===== config.mk =====
export PLATFORM = sky130hd
export DESIGN_NAME = if_stage_pc_flat
export DESIGN_NICKNAME = d
export VERILOG_FILES = /design/src/rtl/if_stage_pc_if.sv /design/src/rtl/if_stage_pc.sv /design/src/flat_wrapper.sv
export SDC_FILE = /design/constraint.sdc
export NUM_CORES = 1
export LEC_CHECK = 0
export CORE_UTILIZATION = 44
export CTS_CLUSTER_DIAMETER = 120
export CTS_CLUSTER_SIZE = 25
export DETAILED_ROUTE_END_ITERATION = 10
export PLACE_DENSITY = 0.89
export SYNTH_ARGS = -nofsm -noshare
export SYNTH_HDL_FRONTEND = slang
export SYNTH_SLANG_ARGS = --single-unit

===== constraint.sdc =====
create_clock -name clk -period 2.1 [get_ports clk]
set_input_delay 0.42 -clock clk [delete_from_list [all_inputs] [get_ports clk]]
set_output_delay 0.42 -clock clk [all_outputs]
set_load 0.05 [all_outputs]

===== src/rtl/if_stage_pc_if.sv =====
// Fetch-stage bus: redirect inputs, instruction-memory port and IF/ID register outputs.
// The master side is the fetch stage; the slave side is the surrounding pipeline/memory.
interface if_stage_pc_if;
  logic        stall;
  logic        branch_en;
  logic [31:0] branch_target;
  logic        jump_en;
  logic [31:0] jump_target;
  logic [31:0] imem_addr;
  logic [31:0] imem_rdata;
  logic [31:0] if_id_instr;
  logic [31:0] if_id_pc_plus_four;
  logic        if_id_valid;
  logic [3:0]  pc_upper;
  logic [25:0] jump_imm;
  logic [31:0] fetch_count;

  modport master (
    input  stall, branch_en, branch_target, jump_en, jump_target, imem_rdata,
    output imem_addr, if_id_instr, if_id_pc_plus_four, if_id_valid,
           pc_upper, jump_imm, fetch_count
  );

  modport slave (
    output stall, branch_en, branch_target, jump_en, jump_target, imem_rdata,
    input  imem_addr, if_id_instr, if_id_pc_plus_four, if_id_valid,
           pc_upper, jump_imm, fetch_count
  );
endinterface


===== src/rtl/if_stage_pc.sv =====
// MIPS instruction-fetch stage: program counter, next-PC selection and IF/ID register.
// Redirects squash the instruction fetched in the same cycle (one-bubble penalty).
module if_stage_pc #(
  parameter logic [31:0] RESET_PC  = 32'h0000_0000,
  parameter logic [31:0] NOP_INSTR = 32'h0000_0000
) (
  input logic           clk,
  input logic           rst_n,
  if_stage_pc_if.master bus
);

  logic [31:0] pc;
  logic [31:0] pc_plus_four;
  logic [31:0] instr_q;
  logic [31:0] ppf_q;
  logic        valid_q;
  logic [31:0] count_q;
  logic        redirect;
  logic [31:0] redirect_pc;

  assign pc_plus_four = pc + 32'd4;

  // Masking keeps the full target word in use while forcing word alignment.
  always_comb begin
    redirect    = bus.branch_en | bus.jump_en;
    redirect_pc = bus.branch_en ? (bus.branch_target & ~32'd3)
                                : (bus.jump_target   & ~32'd3);
  end

  always_ff @(posedge clk) begin
    if (!rst_n) begin
      pc      <= RESET_PC;
      instr_q <= NOP_INSTR;
      ppf_q   <= '0;
      valid_q <= 1'b0;
      count_q <= '0;
    end else if (!bus.stall) begin
      if (redirect) begin
        pc      <= redirect_pc;
        instr_q <= NOP_INSTR;
        ppf_q   <= '0;
        valid_q <= 1'b0;
      end else begin
        pc      <= pc_plus_four;
        instr_q <= bus.imem_rdata;
        ppf_q   <= pc_plus_four;
        valid_q <= 1'b1;
        count_q <= count_q + 32'd1;
      end
    end
  end

  assign bus.imem_addr          = pc;
  assign bus.if_id_instr        = instr_q;
  assign bus.if_id_pc_plus_four = ppf_q;
  assign bus.if_id_valid        = valid_q;
  assign bus.pc_upper           = ppf_q[31:28];
  assign bus.jump_imm           = instr_q[25:0];
  assign bus.fetch_count        = count_q;

endmodule


===== src/flat_wrapper.sv =====
// flat-port wrapper written by rule: the top's interface ports become plain ports
module if_stage_pc_flat 
#(
  parameter logic [31:0] RESET_PC  = 32'h0000_0000,
  parameter logic [31:0] NOP_INSTR = 32'h0000_0000
)
  (clk, rst_n, bus_stall, bus_branch_en, bus_branch_target, bus_jump_en, bus_jump_target, bus_imem_rdata, bus_imem_addr, bus_if_id_instr, bus_if_id_pc_plus_four, bus_if_id_valid, bus_pc_upper, bus_jump_imm, bus_fetch_count);
  if_stage_pc_if bus_i ();
  input logic clk;
  input logic rst_n;
  input wire logic [$bits(bus_i.stall)-1:0] bus_stall;
  input wire logic [$bits(bus_i.branch_en)-1:0] bus_branch_en;
  input wire logic [$bits(bus_i.branch_target)-1:0] bus_branch_target;
  input wire logic [$bits(bus_i.jump_en)-1:0] bus_jump_en;
  input wire logic [$bits(bus_i.jump_target)-1:0] bus_jump_target;
  input wire logic [$bits(bus_i.imem_rdata)-1:0] bus_imem_rdata;
  output wire logic [$bits(bus_i.imem_addr)-1:0] bus_imem_addr;
  output wire logic [$bits(bus_i.if_id_instr)-1:0] bus_if_id_instr;
  output wire logic [$bits(bus_i.if_id_pc_plus_four)-1:0] bus_if_id_pc_plus_four;
  output wire logic [$bits(bus_i.if_id_valid)-1:0] bus_if_id_valid;
  output wire logic [$bits(bus_i.pc_upper)-1:0] bus_pc_upper;
  output wire logic [$bits(bus_i.jump_imm)-1:0] bus_jump_imm;
  output wire logic [$bits(bus_i.fetch_count)-1:0] bus_fetch_count;
  assign bus_i.stall = bus_stall;
  assign bus_i.branch_en = bus_branch_en;
  assign bus_i.branch_target = bus_branch_target;
  assign bus_i.jump_en = bus_jump_en;
  assign bus_i.jump_target = bus_jump_target;
  assign bus_i.imem_rdata = bus_imem_rdata;
  assign bus_imem_addr = bus_i.imem_addr;
  assign bus_if_id_instr = bus_i.if_id_instr;
  assign bus_if_id_pc_plus_four = bus_i.if_id_pc_plus_four;
  assign bus_if_id_valid = bus_i.if_id_valid;
  assign bus_pc_upper = bus_i.pc_upper;
  assign bus_jump_imm = bus_i.jump_imm;
  assign bus_fetch_count = bus_i.fetch_count;
  if_stage_pc #(.RESET_PC(RESET_PC), .NOP_INSTR(NOP_INSTR)) u_core (.clk(clk), .rst_n(rst_n), .bus(bus_i));
endmodule

==> out/metrics.cfg, run 1 <==
[worst_setup_path]
path_buf_inv=1
path_class=reg2out
cp_data_arrival_time_ps=1630
r2r-start=u_core.bus.imem_addr[9]
cp-end-kind=output pin
cp_slowest_cell=clkdlybuf4s50_1
max_stage_delay_ps=840
rr_worst_depth=5
reg2reg_to=u_core.bus.if_id_pc_plus_four[27]
startpoint=u_core.bus.if_id_instr[2]
reg2reg_slack_ps=120
worstPathMaxFanout=3
worst_setup_path_start_kind=register
cp_cell_sequence=clkdlybuf4s50_1
crit_required_ps=1680
critical-path-top-delay-family=buffers and inverters

[cells_and_area]
nets=1126
layout_common_cells=clkdlybuf4s50_1, dfxtp_1, nand2_1
mostFrequentLayoutCell=clkdlybuf4s50_1
final_cell_count_no_fill=1211
drive_gt1_share_pct=11.6
area_growth_pct=51.3
fin_area_um2=9540
diodes=0
fill_cells=1121

[cts]
cts_num_sinks=125
clk_latency_ps=410
cts_buffers=17
clkSlewWorstSetupHoldPaths_ps=50
post-cts-setup-buffer-count=0
root_buffer=clkbuf_16
cts_tree=done
cts_buffer_depth=2
cts-htree-levels=4

[placed_design]
dp.cells=1184
hpwl_um=14900
globalplace.congestion=0.878
placed_cell_area_um2=9000
port_buffers=251

[floorplanning]
io_pins=260
die_area_um2=14800
core_area_um2=13900
start_util_pct=45.2
num_rows=43
fp.dieW_um=122
die_h_um=122

[route]
finalWirelength_um=20800
drt_first_pass_iters=6
num_vias=6737
vias_per_cell=5.56
drtIter0Drc=561
ant_nets=0
wire_per_inst_um=17.2
drc=0

[power_and_ir_drop]
swShare_pct=27.7
clock_power_share_pct=41.6
power.switching_uw=1700
pwr-share-comb_pct=16.9
powerDensity_nw_per_um2=642
p_leak_uw=0.00405
seqPwrFrac_pct=41.5
p_int_uw=4430
peakVddDrop_mv=0.562

[yosys]
synth_top_area_share_pct=39.7
synth_edf_count=0
ys_seq_area_share_pct=39.7
syn-mean-instance-area_um2=7.97
synthTopCellsByArea=dfxtp_1, a21oi_1, nand2_1
ys_warn_count=0
synth.cell_area_um2=6300
synth_flop_cell=dfxtp_1
async_flop_share_pct=0
synthCells=791
ys_ff_latch=125
synth_cell_types=54
synth_top_area_cell=dfxtp_1

[min_path]
hp-start=u_core.bus.if_id_pc_plus_four[26]
hold_class=reg2reg
whs_endpoint=u_core.bus.if_id_pc_plus_four[26]
whs_path_depth=2

[sta]
timing.fmax_mhz=488
setup_viol=0
fin_crit_ps=2050
finalSetupTns_ps=0
tightest_slew_ps=561
relSlewSlack_pct=62.5
drv_slew=0
min_period_over_period_pct=97.7
finClkSkew_ps=6.37
rsz0062_at_grt=no
finalHoldViolCount=0

[global_route]
grt_pass1_wl_um=31900
grt_max_degree=49
grt_overflow=0
grt_pass1_vias=6228
antenna_found_initial=0
grt_util_all_layers_pct=27.6

[flow_run]
drv_cap=0

[status]
outcome=finished, final reports clean

flip-flops by register name (all words and copies together) (netlist names):
name                           cells
u_core.bus.imem_addr              30
u_core.bus.fetch_count            32
u_core.bus.if_id_instr            32
u_core.bus.if_id_valid             1
u_core.bus.if_id_pc_plus_four     30
kinds of logic after synthesis:
kind of cell,after synthesis,synth area share [%]
and+or+nand+nor,313,25.6
DFF,125,39.7
adders and majority gates,2,0.397
xor gates and xnor gates,50,6.95
other,1,0.0595
buffers and inverters,103,8.59
muxes,3,0.476
AOI/OAI and AO/OA,194,18.2
how the worst max path moves through the flow:
stage / endpoint / slack [ps] / depth (start not counted)
6_report: bus_if_id_instr[2] / 50 / 1
4_1_cts: bus_if_id_instr[19] / 0.4 / 1
2_1_floorplan: u_core.bus.fetch_count[22] / 7 / 5
3_3_place_gp: u_core.bus.fetch_count[19] / -270 / 7
3_5_place_dp: u_core.bus.fetch_count[19] / -320 / 7
5_1_grt: bus_if_id_instr[13] / 3 / 1
timing repair:
action,4_1_cts,5_1_grt
resized for setup,22,26
hold buffers,0,0
setup endpoints to repair,22,30
pin swaps,0,2
area by class of cell:
cell class	instances	area, um2	share of cell area (%)
Multi-Input combinational cell	566	3290	34.4
Timing Repair Buffer	302	2960	31.1
Sequential cell	125	2530	26.5
Clock buffer	24	482	5.05
Tap cell	180	225	2.36
Inverter	11	41.3	0.433
Clock inverter	3	15.0	0.157
layer usage:
layer / vias to the layer above / global-route usage [%] / wire [um]
met3: 45 / 8.75 / 1680
li1: 3218 / - / -
met1: 3183 / 33.7 / 8570
met2: 291 / 44.8 / 9960
met4: 0 / 11.4 / 608
met5: - / 0 / 0
power by group through the flow:
stage / Sequential [uW] / Clock, uW / Combinational, uW
2_1_floorplan: 2780 / 0 / 386
3_3_place_gp: 2580 / 0 / 1030
3_5_place_dp: 2590 / 0 / 1040
4_1_cts: 2540 / 2570 / 1030
5_1_grt: 2550 / 2670 / 1090
6_report: 2540 / 2550 / 1030
Yosys cell counts (2+ instances only):
library cell    n
nand2b_1        4
buf_2           6
o31ai_1         8
o211ai_1        3
nor2b_1         2
nand4_1        27
a21oi_1        78
o21ai_0        57
a22oi_1         9
buf_1           7
a31oi_1         4
o21a_1          3
nor2_1         62
and4_1          5
a22o_1          7
a221oi_1        6
and2_1          5
or4_1           2
a21o_1          3
xor2_1         36
or3_1           8
dfxtp_1       125
ha_1            2
clkbuf_1       41
nand2_1        97
o22ai_1         3
mux2i_1         3
nor4_4          5
xnor2_1        14
buf_6           2
and3_1         17
a32oi_1         5
nor3_1          8
buf_4          35
nand3_1        62
inv_1          10
a222oi_1        3
metrics by stage:
stage                     hold slack (ps)  setup slack [ps]  util (%)  total power, uW
after CTS                             456             0.446      68.0             6140
after floorplan                       588              7.34         -             3170
after global placement                433              -275      64.6             3610
final                                 455              49.1      68.4             6120
after global routing                  477              3.29      68.4             6310
after detailed placement              445              -325      64.6             3630
Note: power is estimated with default switching activity, not from simulation.
==> inputs of run 2 (changes only) <==
- ABC_CLOCK_PERIOD_IN_PS: default -> 2100
- CORE_UTILIZATION: 44 -> 50
- DONT_BUFFER_PORTS: default -> 1
- GPL_ROUTABILITY_DRIVEN: default -> 1
- PLACE_DENSITY: 0.89 -> 0.72
==> out/metrics.cfg, run 2 (synthesis results as in run 1) <==
[status]
outcome=finished, final reports clean  ; unchanged

[sta]
relSlewSlack_pct=11.5  ; was 62.5%
min_period_over_period_pct=92.4  ; was 97.7%
finalSetupTns_ps=0  ; unchanged
fin_crit_ps=1940  ; was 2050 ps
finalHoldViolCount=0  ; unchanged
tightest_slew_ps=1320  ; was 561 ps
rsz0062_at_grt=no  ; unchanged
drv_slew=0  ; unchanged
timing.fmax_mhz=515  ; was 488 MHz
setup_viol=0  ; unchanged
finClkSkew_ps=8.16  ; was 6.37 ps

[global_route]
grt_util_all_layers_pct=28.1  ; was 27.6%
grt_max_degree=85  ; was 49
grt_pass1_wl_um=28500  ; was 31900 um
antenna_found_initial=1  ; was 0
grt_pass1_vias=5649  ; was 6228
grt_overflow=0  ; unchanged

[power_and_ir_drop]
swShare_pct=27.0  ; was 27.7%
p_int_uw=4530  ; was 4430 uW
p_leak_uw=0.00297  ; was 0.00405 uW
peakVddDrop_mv=0.523  ; was 0.562 mV
pwr-share-comb_pct=11.1  ; was 16.9%
seqPwrFrac_pct=41.2  ; was 41.5%
power.switching_uw=1670  ; was 1700 uW
powerDensity_nw_per_um2=823  ; was 642 nW/um2
clock_power_share_pct=47.7  ; was 41.6%

[route]
ant_nets=0  ; unchanged
num_vias=6044  ; was 6737
vias_per_cell=5.93  ; was 5.56
drc=0  ; unchanged
finalWirelength_um=18700  ; was 20800 um
wire_per_inst_um=18.4  ; was 17.2 um
drtIter0Drc=506  ; was 561
drt_first_pass_iters=5  ; was 6

[floorplanning]
num_rows=40  ; was 43
core_area_um2=12200  ; was 13900 um2
io_pins=260  ; unchanged
fp.dieW_um=114  ; was 122 um
die_h_um=114  ; was 122 um
start_util_pct=51.8  ; was 45.2%
die_area_um2=13100  ; was 14800 um2

[cells_and_area]
final_cell_count_no_fill=1019  ; was 1211
layout_common_cells=buf_4, dfxtp_1, nand2_1  ; was clkdlybuf4s50_1, dfxtp_1, nand2_1
drive_gt1_share_pct=21.4  ; was 11.6%
area_growth_pct=19.5  ; was 51.3%
diodes=0  ; unchanged
mostFrequentLayoutCell=buf_4  ; was clkdlybuf4s50_1
nets=941  ; was 1126

[worst_setup_path]
cp-end-kind=register  ; was output pin
reg2reg_slack_ps=160  ; was 120 ps
cp_cell_sequence=ha_1 -> nand3_1 -> nor4_4 -> buf_4 -> nand2_1 -> xor2_1 -> o21ai_0  ; was clkdlybuf4s50_1
crit_required_ps=2430  ; was 1680 ps
path_buf_inv=1  ; unchanged
cp_slowest_cell=dfxtp_2  ; was clkdlybuf4s50_1
worstPathMaxFanout=14  ; was 3
startpoint=u_core.bus.imem_addr[2]  ; was u_core.bus.if_id_instr[2]
path_class=reg2reg  ; was reg2out
r2r-start=u_core.bus.imem_addr[2]  ; was u_core.bus.imem_addr[9]
max_stage_delay_ps=410  ; was 840 ps
worst_setup_path_start_kind=register  ; unchanged
critical-path-top-delay-family=simple AND/OR/NAND/NOR gates  ; was buffers and inverters
cp_data_arrival_time_ps=2270  ; was 1630 ps

[cts]
clk_latency_ps=420  ; was 410 ps
cts_buffers=17  ; unchanged
root_buffer=clkbuf_16  ; unchanged
cts_tree=done  ; unchanged
clkSlewWorstSetupHoldPaths_ps=60  ; was 50 ps
cts_buffer_depth=2  ; unchanged
cts_num_sinks=125  ; unchanged
cts-htree-levels=4  ; unchanged
cts_hold_buf=0  ; unchanged

[placed_design]
port_buffers=0  ; was 251
hpwl_um=12800  ; was 14900 um
dp.cells=985  ; was 1184
globalplace.congestion=0.866  ; was 0.878

[min_path]
hp-start=rst_n  ; was u_core.bus.if_id_pc_plus_four[26]
hold_class=in2reg  ; was reg2reg

[flow_run]
drv_cap=0  ; unchanged

run 2: changes by cell type in the layout (fill, tap and decap cells not counted), moves of 3 or more:
cell	previous run	this run
dlymetal6s2s_1	25	0
buf_4	54	117
clkdlybuf4s50_1	194	0
dlygate4sd2_1	22	0
bufinv_16	0	3
buf_12	5	0
run 2: cell type report:
cell class                 instances  area [um2]
fill                            1069        4630
inverter                          11        41.3
tap                              168         210
sequential                       125        2530
multi-input combinational        566        3290
timing repair buffer             117         878
clock buffer                      21         450
clock inverter                    11         143
run 2: layer usage:
metal	share of wire, %	up-vias	track usage (%)
li1	-	2855	-
met1	40	2842	33.9
met2	48	318	44.8
met3	10	27	10.7
met4	1.6	2	11.6
met5	0.053	-	0
run 2: power groups by stage:
| stage | clock network [uW] | registers (uW) | logic [uW] |
|---|---|---|---|
| 6_report | 2950 | 2550 | 691 |
| 5_1_grt | 3090 | 2560 | 733 |
| 4_1_cts | 2980 | 2550 | 686 |
| 3_5_place_dp | 0 | 2600 | 682 |
| 3_3_place_gp | 0 | 2600 | 670 |
| 2_1_floorplan | 0 | 2780 | 386 |
run 2: what timing repair did:
action	in CTS	in global routing
setup buffers	0	2
endpoints found under the setup margin	0	12
gates resized for setup	0	1
run 2: final timing paths:
path,to,cells past startpoint
worst min-delay path,u_core.bus.fetch_count[8],1
worst max register to register,u_core.bus.if_id_pc_plus_four[26],7
worst max-delay path,u_core.bus.if_id_pc_plus_four[26],7
worst min register to register,u_core.bus.if_id_instr[16],2
run 2: stage by stage:
step / setup slack, ps / instance area, um2 / hold slack [ps] / total power (uW) / utilization [%]
floorplan: 7.34 / 6340 / 588 / 3170 / -
finish: 159 / 7530 / 141 / 6200 / 62.0
detailed placement: 93.0 / 6920 / 452 / 3280 / 56.9
global placement: 149 / 6920 / 440 / 3270 / 56.9
CTS: 5.69 / 7510 / 114 / 6220 / 61.8
global route: 53.7 / 7530 / 114 / 6380 / 62.0
==> inputs of run 3 (changes only) <==
- PLACE_DENSITY: 0.72 -> default
- RECOVER_POWER: default -> 25
==> out/metrics.cfg, run 3 (synthesis results as in run 1) <==
[cells_and_area]
diodes=0  ; unchanged
nets=943  ; was 941
post-route-util_pct=61.1  ; was 62.0%
area_growth_pct=17.9  ; was 19.5%
drive_gt1_share_pct=18.8  ; was 21.4%
mostFrequentLayoutCell=dfxtp_1  ; was buf_4
layout_common_cells=dfxtp_1, nand2_1, buf_4  ; was buf_4, dfxtp_1, nand2_1

[sta]
drv_slew=0  ; unchanged
finalSetupTns_ps=0  ; unchanged
timing.fmax_mhz=495  ; was 515 MHz
tightest_slew_ps=1190  ; was 1320 ps
rsz0062_at_grt=no  ; unchanged
min_period_over_period_pct=96.2  ; was 92.4%
fin_crit_ps=2020  ; was 1940 ps
finClkSkew_ps=5.08  ; was 8.16 ps
relSlewSlack_pct=20.6  ; was 11.5%
setup_viol=0  ; unchanged
finalHoldViolCount=0  ; unchanged

[cts]
post-cts-setup-buffer-count=0  ; unchanged
root_buffer=clkbuf_16  ; unchanged
clk_latency_ps=420  ; about the same
cts_buffer_depth=2  ; unchanged
cts_buffers=17  ; unchanged
cts_num_sinks=125  ; unchanged
clkSlewWorstSetupHoldPaths_ps=50  ; was 60 ps
cts-htree-levels=4  ; unchanged
cts_tree=done  ; unchanged
cts_resized=0  ; unchanged
cts_hold_buf=0  ; unchanged

[floorplanning]
core_area_um2=12200  ; unchanged
fp.dieW_um=114  ; unchanged
die_area_um2=13100  ; unchanged
die_h_um=114  ; unchanged
io_pins=260  ; unchanged
start_util_pct=51.8  ; unchanged
num_rows=40  ; unchanged

[global_route]
grt_overflow=0  ; unchanged
antenna_found_initial=0  ; was 1
grt_util_all_layers_pct=26.8  ; was 28.1%
grt_pass1_wl_um=27300  ; was 28500 um
grt_pass1_vias=5450  ; was 5649
grt_max_degree=85  ; unchanged

[min_path]
hold_class=in2reg  ; unchanged
whs_path_depth=2  ; was 1
hp-start=rst_n  ; unchanged

[status]
outcome=finished, final reports clean  ; unchanged

[route]
vias_per_cell=5.75  ; was 5.93
drtIter0Drc=325  ; was 506
wire_per_inst_um=17.2  ; was 18.4 um
wl_met3_um=1450  ; was 1950 um
met2_length_um=8120  ; was 9000 um
drt_first_pass_iters=5  ; unchanged
wl_met1_um=7780  ; was 7460 um
num_vias=5871  ; was 6044
ant_nets=0  ; unchanged
finalWirelength_um=17600  ; was 18700 um
maxUsedRoutingLayer=met4  ; was met5
drc=0  ; unchanged

[power_and_ir_drop]
peakVddDrop_mv=0.571  ; was 0.523 mV
powerDensity_nw_per_um2=816  ; was 823 nW/um2
p_leak_uw=0.00286  ; was 0.00297 uW

[worst_setup_path]
path_class=reg2out  ; was reg2reg
max_stage_delay_ps=880  ; was 410 ps
worst-path-stages=1  ; was 7
startpoint=u_core.bus.if_id_instr[17]  ; was u_core.bus.imem_addr[2]
worst_setup_path_start_kind=register  ; unchanged
cp_slowest_cell=clkbuf_1  ; was dfxtp_2
cp-end-kind=output pin  ; was register
cp_cell_sequence=clkbuf_1  ; was ha_1 -> nand3_1 -> nor4_4 -> buf_4 -> nand2_1 -> xor2_1 -> o21ai_0
cp_data_arrival_time_ps=1600  ; was 2270 ps
worstPathMaxFanout=3  ; was 14
critical-path-top-delay-family=buffers and inverters  ; was simple AND/OR/NAND/NOR gates
path_buf_inv=1  ; unchanged
crit_required_ps=1680  ; was 2430 ps
rr_worst_depth=6  ; was 7
r2r-start=u_core.bus.imem_addr[19]  ; was u_core.bus.imem_addr[2]

[flow_run]
drv_cap=0  ; unchanged

[placed_design]
globalplace.congestion=0.827  ; was 0.866
hpwl_um=12500  ; was 12800 um
port_buffers=0  ; unchanged

## run 3: cell count changes in the layout (fill, tap and decap cells not counted), sizes merged
cell / delta
bufinv: -2
buf: -25
clkinv: -2
clkbuf: +28
clkinvlp: +3
## run 3: path summary, 6_finish.rpt
check                           slack (ps)                           endpoint
worst min-delay path                   130           u_core.bus.imem_addr[25]
worst max register to register         100           u_core.bus.imem_addr[23]
worst max-delay path                    80                bus_if_id_instr[17]
worst min register to register         450  u_core.bus.if_id_pc_plus_four[30]
## run 3: area by class of cell
type	count	area, um2
well taps	168	210
clock buffers	22	494
multi-input cells	566	3280
clock inverters	10	87.6
repair buffers	119	795
flip-flops and latches	125	2530
inverters	11	41.3
fillers	1119	4730
## run 3: report_power, final
group / total (uW) / internal (uW) / switching [uW]
registers: 2540 / 2440 / 99.6
clock network: 2830 / 1770 / 1060
logic: 689 / 189 / 499
total: 6060 / 4400 / 1660
## run 3: stage by stage
| stage | std cells | hold WS, ps | cell area, um2 | total power (uW) | setup WS (ps) |
|---|---|---|---|---|---|
| 6_report | 1021 | 132 | 7430 | 6060 | 79.8 |
| 5_1_grt | 1021 | 114 | 7430 | 6280 | 13.8 |
| 4_1_cts | 1021 | 116 | 7530 | 6110 | 201 |
| 3_5_place_dp | 989 | 445 | 6950 | 3290 | 105 |
| 3_3_place_gp | 989 | 438 | 6950 | 3270 | 118 |
| 2_1_floorplan | 794 | 588 | 6340 | 3170 | 7.34 |
## run 3: per-layer routing
layer,GRT usage (%),vias to the layer above
met5,0,-
met4,8.48,0
met3,9.05,22
met2,42.9,240
met1,33.9,2751
li1,-,2858
